<file path="config.mk">
export PLATFORM = sky130hd
export DESIGN_NAME = byte_unstriping
export DESIGN_NICKNAME = d
export VERILOG_FILES = /design/src/rtl/byte_striping_pkg.sv /design/src/rtl/unstripe_fifo.sv /design/src/rtl/byte_unstriping.sv
export SDC_FILE = /design/constraint.sdc
export NUM_CORES = 1
export LEC_CHECK = 0
export CAP_MARGIN = 20
export CELL_PAD_IN_SITES_DETAIL_PLACEMENT = 0
export CELL_PAD_IN_SITES_GLOBAL_PLACEMENT = 1
export CORE_MARGIN = 2
export CORE_UTILIZATION = 49
export CTS_CLUSTER_DIAMETER = 50
export CTS_CLUSTER_SIZE = 28
export DETAILED_ROUTE_END_ITERATION = 12
export PLACE_DENSITY_LB_ADDON = 0.3
export SKIP_LAST_GASP = 1
export SLEW_MARGIN = 20
export SYNTH_ARGS = -nofsm -noshare
export SYNTH_HDL_FRONTEND = slang
export SYNTH_SLANG_ARGS = --single-unit
</file>
<file path="constraint.sdc">
create_clock -name clk1Mhz -period 3.2 [get_ports clk1Mhz]
set_input_delay 0.48 -clock clk1Mhz [delete_from_list [all_inputs] [get_ports clk1Mhz]]
set_output_delay 0.48 -clock clk1Mhz [all_outputs]
set_load 0.05 [all_outputs]
</file>
<file path="src/rtl/byte_striping_pkg.sv">
// Shared types for the byte unstriping path: lane-group entry and serializer state.
// No logic of its own; helper functions are pure combinational mask decoders.
// No backpressure here; flow control lives in byte_unstriping and unstripe_fifo.
package byte_striping_pkg;

    localparam int NUM_LANES  = 4;
    localparam int LANE_W     = 8;
    localparam int LANE_IDX_W = 2;

    // One buffered lane group: lane bytes plus the per-lane valid mask.
    typedef struct packed {
        logic [NUM_LANES-1:0][LANE_W-1:0] data;
        logic [NUM_LANES-1:0]             mask;
    } lane_grp_t;

    typedef enum logic {
        IDLE = 1'b0,
        SEND = 1'b1
    } ser_state_t;

    // Index of the lowest set bit; returns 0 for an all-zero mask.
    function automatic logic [LANE_IDX_W-1:0] first_lane(input logic [NUM_LANES-1:0] mask);
        logic [LANE_IDX_W-1:0] idx;
        idx = '0;
        for (int i = NUM_LANES - 1; i >= 0; i--) begin
            if (mask[i]) idx = LANE_IDX_W'(i);
        end
        return idx;
    endfunction

    // Mask of lanes strictly above idx (all zero when idx is the top lane).
    function automatic logic [NUM_LANES-1:0] lanes_above(input logic [LANE_IDX_W-1:0] idx);
        return ~((NUM_LANES'(2) << idx) - NUM_LANES'(1));
    endfunction

endpackage

</file>
<file path="src/rtl/unstripe_fifo.sv">
// Circular FIFO of lane-group entries with registered occupancy count.
// Write lands on the push edge; head is readable the cycle after (no bypass).
// Push is refused only when full with no same-cycle pop; pop is ignored when empty.
module unstripe_fifo
    import byte_striping_pkg::*;
#(
    parameter int DEPTH = 4
) (
    input  logic      clk1Mhz,
    input  logic      reset,
    input  logic      push,
    input  logic      pop,
    input  lane_grp_t wdata,
    output lane_grp_t rdata,
    output logic      full,
    output logic      empty
);

    localparam int AW = $clog2(DEPTH);

    lane_grp_t       mem [DEPTH];
    logic [AW-1:0]   wr_ptr;
    logic [AW-1:0]   rd_ptr;
    logic [AW:0]     count;
    logic            do_push;
    logic            do_pop;

    assign empty   = (count == '0);
    assign full    = (count == (AW+1)'(DEPTH));
    assign do_pop  = pop && !empty;
    assign do_push = push && (!full || do_pop);
    assign rdata   = mem[rd_ptr];

    // Pointer and occupancy bookkeeping; pointers wrap naturally (DEPTH is a power of two).
    always_ff @(posedge clk1Mhz) begin
        if (reset) begin
            wr_ptr <= '0;
            rd_ptr <= '0;
            count  <= '0;
        end else begin
            if (do_push) wr_ptr <= wr_ptr + 1'b1;
            if (do_pop)  rd_ptr <= rd_ptr + 1'b1;
            case ({do_push, do_pop})
                2'b10:   count <= count + 1'b1;
                2'b01:   count <= count - 1'b1;
                default: count <= count;
            endcase
        end
    end

    // Entry storage; contents are don't-care until written, so no reset needed.
    always_ff @(posedge clk1Mhz) begin
        if (!reset && do_push) mem[wr_ptr] <= wdata;
    end

endmodule

</file>
<file path="src/rtl/byte_unstriping.sv">
// Reassembles striped lane groups into one byte stream, lane 0 first, skipping invalid lanes.
// Group sampled at edge N shows its first byte after edge N+1 (FIFO empty, serializer idle).
// Output holds while outReady=0; a full FIFO drops new groups (sticky overflowErr).
// Optional BYTE_UNSTRIPING_STATS_EN adds a 16-bit wrapping count of accepted bytes.
module byte_unstriping
    import byte_striping_pkg::*;
#(
    parameter int DEPTH  = 4,
    parameter int LANE_W = 8
) (
    input  logic              clk1Mhz,
    input  logic              reset,
    input  logic [LANE_W-1:0] stripedLane0,
    input  logic [LANE_W-1:0] stripedLane1,
    input  logic [LANE_W-1:0] stripedLane2,
    input  logic [LANE_W-1:0] stripedLane3,
    input  logic              lane0VLD,
    input  logic              lane1VLD,
    input  logic              lane2VLD,
    input  logic              lane3VLD,
    input  logic              byteStripingVLD,
    input  logic              outReady,
    output logic [LANE_W-1:0] unstripedOUT,
    output logic              unstripedVLD,
    output logic              fifoFull,
    output logic              overflowErr,
    output logic [1:0]        counter
`ifdef BYTE_UNSTRIPING_STATS_EN
    ,
    output logic [15:0]       byteCount
`endif
);

    ser_state_t               state;
    lane_grp_t                grp_in;
    lane_grp_t                head;
    lane_grp_t                cur;
    logic                     push_req;
    logic                     pop_req;
    logic                     fifo_empty;
    logic                     accept;
    logic [NUM_LANES-1:0]     above;
    logic                     has_next;
    logic [LANE_IDX_W-1:0]    next_idx;
    logic [LANE_IDX_W-1:0]    head_idx;

    // Pack the incoming lanes into a group entry.
    always_comb begin
        grp_in.data[0] = stripedLane0;
        grp_in.data[1] = stripedLane1;
        grp_in.data[2] = stripedLane2;
        grp_in.data[3] = stripedLane3;
        grp_in.mask    = {lane3VLD, lane2VLD, lane1VLD, lane0VLD};
    end

    // An all-invalid group carries nothing, so it is never pushed (and never overflows).
    assign push_req = byteStripingVLD && (|grp_in.mask);
    assign accept   = (state == SEND) && unstripedVLD && outReady;
    assign above    = cur.mask & lanes_above(counter);
    assign has_next = |above;
    assign next_idx = first_lane(above);
    assign head_idx = first_lane(head.mask);
    // Pop when idle, or when the last valid lane of the current group is leaving.
    assign pop_req  = !fifo_empty && ((state == IDLE) || (accept && !has_next));

    unstripe_fifo #(
        .DEPTH (DEPTH)
    ) u_fifo (
        .clk1Mhz (clk1Mhz),
        .reset   (reset),
        .push    (push_req),
        .pop     (pop_req),
        .wdata   (grp_in),
        .rdata   (head),
        .full    (fifoFull),
        .empty   (fifo_empty)
    );

    // Serializer: walk the valid lanes of the current group, chaining into the next group without a bubble.
    always_ff @(posedge clk1Mhz) begin
        if (reset) begin
            state        <= IDLE;
            cur          <= '0;
            unstripedOUT <= '0;
            unstripedVLD <= 1'b0;
            counter      <= '0;
        end else begin
            case (state)
                IDLE: begin
                    if (!fifo_empty) begin
                        cur          <= head;
                        counter      <= head_idx;
                        unstripedOUT <= head.data[head_idx];
                        unstripedVLD <= 1'b1;
                        state        <= SEND;
                    end
                end
                SEND: begin
                    if (accept) begin
                        if (has_next) begin
                            counter      <= next_idx;
                            unstripedOUT <= cur.data[next_idx];
                        end else if (!fifo_empty) begin
                            cur          <= head;
                            counter      <= head_idx;
                            unstripedOUT <= head.data[head_idx];
                        end else begin
                            unstripedVLD <= 1'b0;
                            state        <= IDLE;
                        end
                    end
                end
                default: state <= IDLE;
            endcase
        end
    end

    // Sticky drop flag: a real group arrived while full and nothing left the FIFO.
    always_ff @(posedge clk1Mhz) begin
        if (reset) begin
            overflowErr <= 1'b0;
        end else if (push_req && fifoFull && !pop_req) begin
            overflowErr <= 1'b1;
        end
    end

`ifdef BYTE_UNSTRIPING_STATS_EN
    // Accepted-byte counter, wraps at 16 bits.
    always_ff @(posedge clk1Mhz) begin
        if (reset) begin
            byteCount <= '0;
        end else if (accept) begin
            byteCount <= byteCount + 16'd1;
        end
    end
`endif

endmodule

</file>
==> out/qor.yml <==
antenna_found_initial: 0
syn-num-nets: 657
grt-ovfl-total: 0
r2r_end: "u_fifo.mem[1][10]"
endpoint: "u_fifo.mem[1][10]"
crit_start: "counter[0]"
path_clk_slew_ns: 0.07
status: "finished, final reports clean"
ant_nets: 0
place.gp.congestion: 0.769
synthSimpleGateAreaFrac_pct: 7.44
clk_path_buf_depth: 2
drc: 0
intPower_mw: 5.27
setup_ws_ns: 0.639
r2r_cells: 6
core_region_area_mm2: 0.0171
fp.dieArea_mm2: 0.0184
synthMuxAreaShare_pct: 10.6
port_buffers: 52
comb_power_share_pct: 33.5
yosys.area.top_type: "edfxtp_1"
die_h_um: 135
grt_setup_unrepaired: "no"
grt_max_degree: 51
yosys.area.top_type_share_pct: 51.0
placed_area_mm2: 0.00921
avgRoutedWirePerCell_um: 20.3
crit_type: "reg2reg"
hold_viol: 0
ys_seq_area_share_pct: 64.0
cts-root-buf: "clkbuf_16"
synth-main-ff-cell: "edfxtp_1"
cp_max_fo: 36
p_leak_nw: 3.13
hold_path_class: "reg2reg"
holdBufCountCts: 0
io_pins: 53
ys_top_cells_by_area: "edfxtp_1 (51%), dfxtp_1 (13%), mux4_2 (9.6%), a21oi_1 (3.7%), o21ai_1 (2.3%)"
pre_cts_slack_ns: 0.346
synth-compound-area-share_pct: 14.0
yosysUniqueCellTypes: 61
synthAdderAreaFrac_pct: 0.827
maxSlewViolCount: 0
min_path_cells: 2
yosys-top-cells-count: "edfxtp_1 (144), a21oi_1 (63), dfxtp_1 (55)"
ys.warnings.count: 0
max_freq_mhz: 390
tightest_slew_ns: 0.954
cp-end-kind: "flop"
drtIter0Drc: 570
drv_cap: 0
clkPwrFrac_pct: 24.8
viasPerCell: 5.86
netlist_area_mm2: 0.00847
slew_headroom_pct: 36.1
syn_inst: 612
rows: 48
htreeDepth: 4
reg2reg_slack_ns: 0.64
start_kind: "flop"
synthArstFlopShare_pct: 0
clock-sinks: 199
syn_avg_cell_area_um2: 13.8
nets: 700
critPathArrivalTime_ns: 2.62
n_antenna_cell: 0
clk_latency_ns: 0.43
postCtsResizedCells: 0
fin_area_mm2: 0.00977
p_seq_share_pct: 41.7
ys_seq_elements: 199
synth-edff-count: 144
r2r_start: "counter[0]"
grt.total_usage_pct: 20.9
die_x_um: 135
routed_wl_um: 18100
place_hpwl_um: 11500
fin_crit_sh_pct: 80.0
switchingPower_mw: 2.86
power.density_mw_per_mm2: 832
drtPass1Iterations: 5
synth_most_common_cell: "edfxtp_1"
crit_required_ns: 3.26
drive_gt1_share_pct: 16.0
grt_pass1_wl_um: 28800
start_util_pct: 49.5
synth-xor-area-share_pct: 0.207
fin_skew_ns: 0.00841
post_cts_buffers: 0
timing.setup.tns_ns: 0
swShare_pct: 35.2
cts_tree: "yes"
grt_pass1_vias: 5097
cts_buffers: 17
vdd_drop_max_uv: 430
synth_top_family_by_area: "compound AO/OA/AOI/OAI gates"
setup_viol: 0
post-route-min-period_ns: 2.56
num_vias: 5229
syn_to_final_growth_pct: 15.3
==> worst max-delay path, stage by stage (launching register included) <==
cell	delay (ns)
dfxtp_1	0.44
nand2b_1	0.31
a22o_1	0.27
a21boi_4	0.08
a21oi_1	0.35
and3_1	0.23
buf_4	0.46
==> power by group through the flow <==
stage | Clock (mW) | Sequential (mW) | Combinational (mW)
finish | 2.02 | 3.38 | 2.72
global route | 2.17 | 3.43 | 2.97
CTS | 2.07 | 3.38 | 2.72
detailed placement | 0 | 3.44 | 2.70
global placement | 0 | 3.42 | 2.69
floorplan | 0 | 3.49 | 1.86
==> flip-flops by register name (all words and copies together) (netlist names), 2 cells and up, named ones only <==
signal and flops:
unstripedOUT 8, cur 33, u_fifo.rd_ptr 2, u_fifo.mem 144, counter 2, u_fifo.count 3
u_fifo.wr_ptr 2
==> cell families after synthesis <==
group                    count (synthesis)
AO/OA/AOI/OAI                          185
XOR/XNOR                                 2
adder cells (fa/ha/maj)                  5
buffers and inverters                   53
flip-flops                             199
multiplexers                            44
AND/OR/NAND/NOR                        124
==> routing by layer <==
| metal | GRT usage [%] | share of wire, % | vias to the layer above |
|---|---|---|---|
| met2 | 32.0 | 48 | 150 |
| li1 | - | - | 2473 |
| met1 | 31.2 | 47 | 2592 |
| met5 | 0 | 0 | - |
| met3 | 4.00 | 4.7 | 14 |
| met4 | 5.38 | 1.1 | 0 |
==> metrics by stage <==
stage	cells	power (mW)	utilization, %	hold WS (ns)
5_1_grt	893	8.57	57.1	0.495
2_1_floorplan	612	5.35	-	0.454
6_report	893	8.12	57.1	0.466
4_1_cts	893	8.17	57.1	0.473
3_3_place_gp	861	6.10	53.8	0.446
3_5_place_dp	861	6.14	53.8	0.455
==> cell usage in the layout, fill, tap and decap left out, types with 18 or more instances in the layout <==
master / Yosys / layout
clkdlybuf4s50_1: 0 / 51
a21oi_1: 63 / 63
o21ai_1: 39 / 38
nor2_1: 18 / 18
nand2_1: 28 / 28
edfxtp_1: 144 / 144
mux4_2: 36 / 36
dfxtp_1: 55 / 54
nand3_1: 38 / 38
o21ai_0: 20 / 20
==> cell type report <==
type                    instances  area, µm²
clock buffers                  19        433
clock inverters                13        123
fillers                      1383       7350
inverters                       7       26.3
multi-input cells             360       2810
flip-flops and latches        199       5430
well taps                     225        282
repair buffers                 70        663
==> worst min path at each step <==
stage / to / slack (ns) / from
floorplan: cur[22] / 0.45 / cur[22]
global placement: overflowErr / 0.45 / overflowErr
detailed placement: overflowErr / 0.45 / overflowErr
CTS: overflowErr / 0.47 / overflowErr
global route: overflowErr / 0.49 / overflowErr
finish: overflowErr / 0.47 / overflowErr
Power figures use the tool's default switching activity.
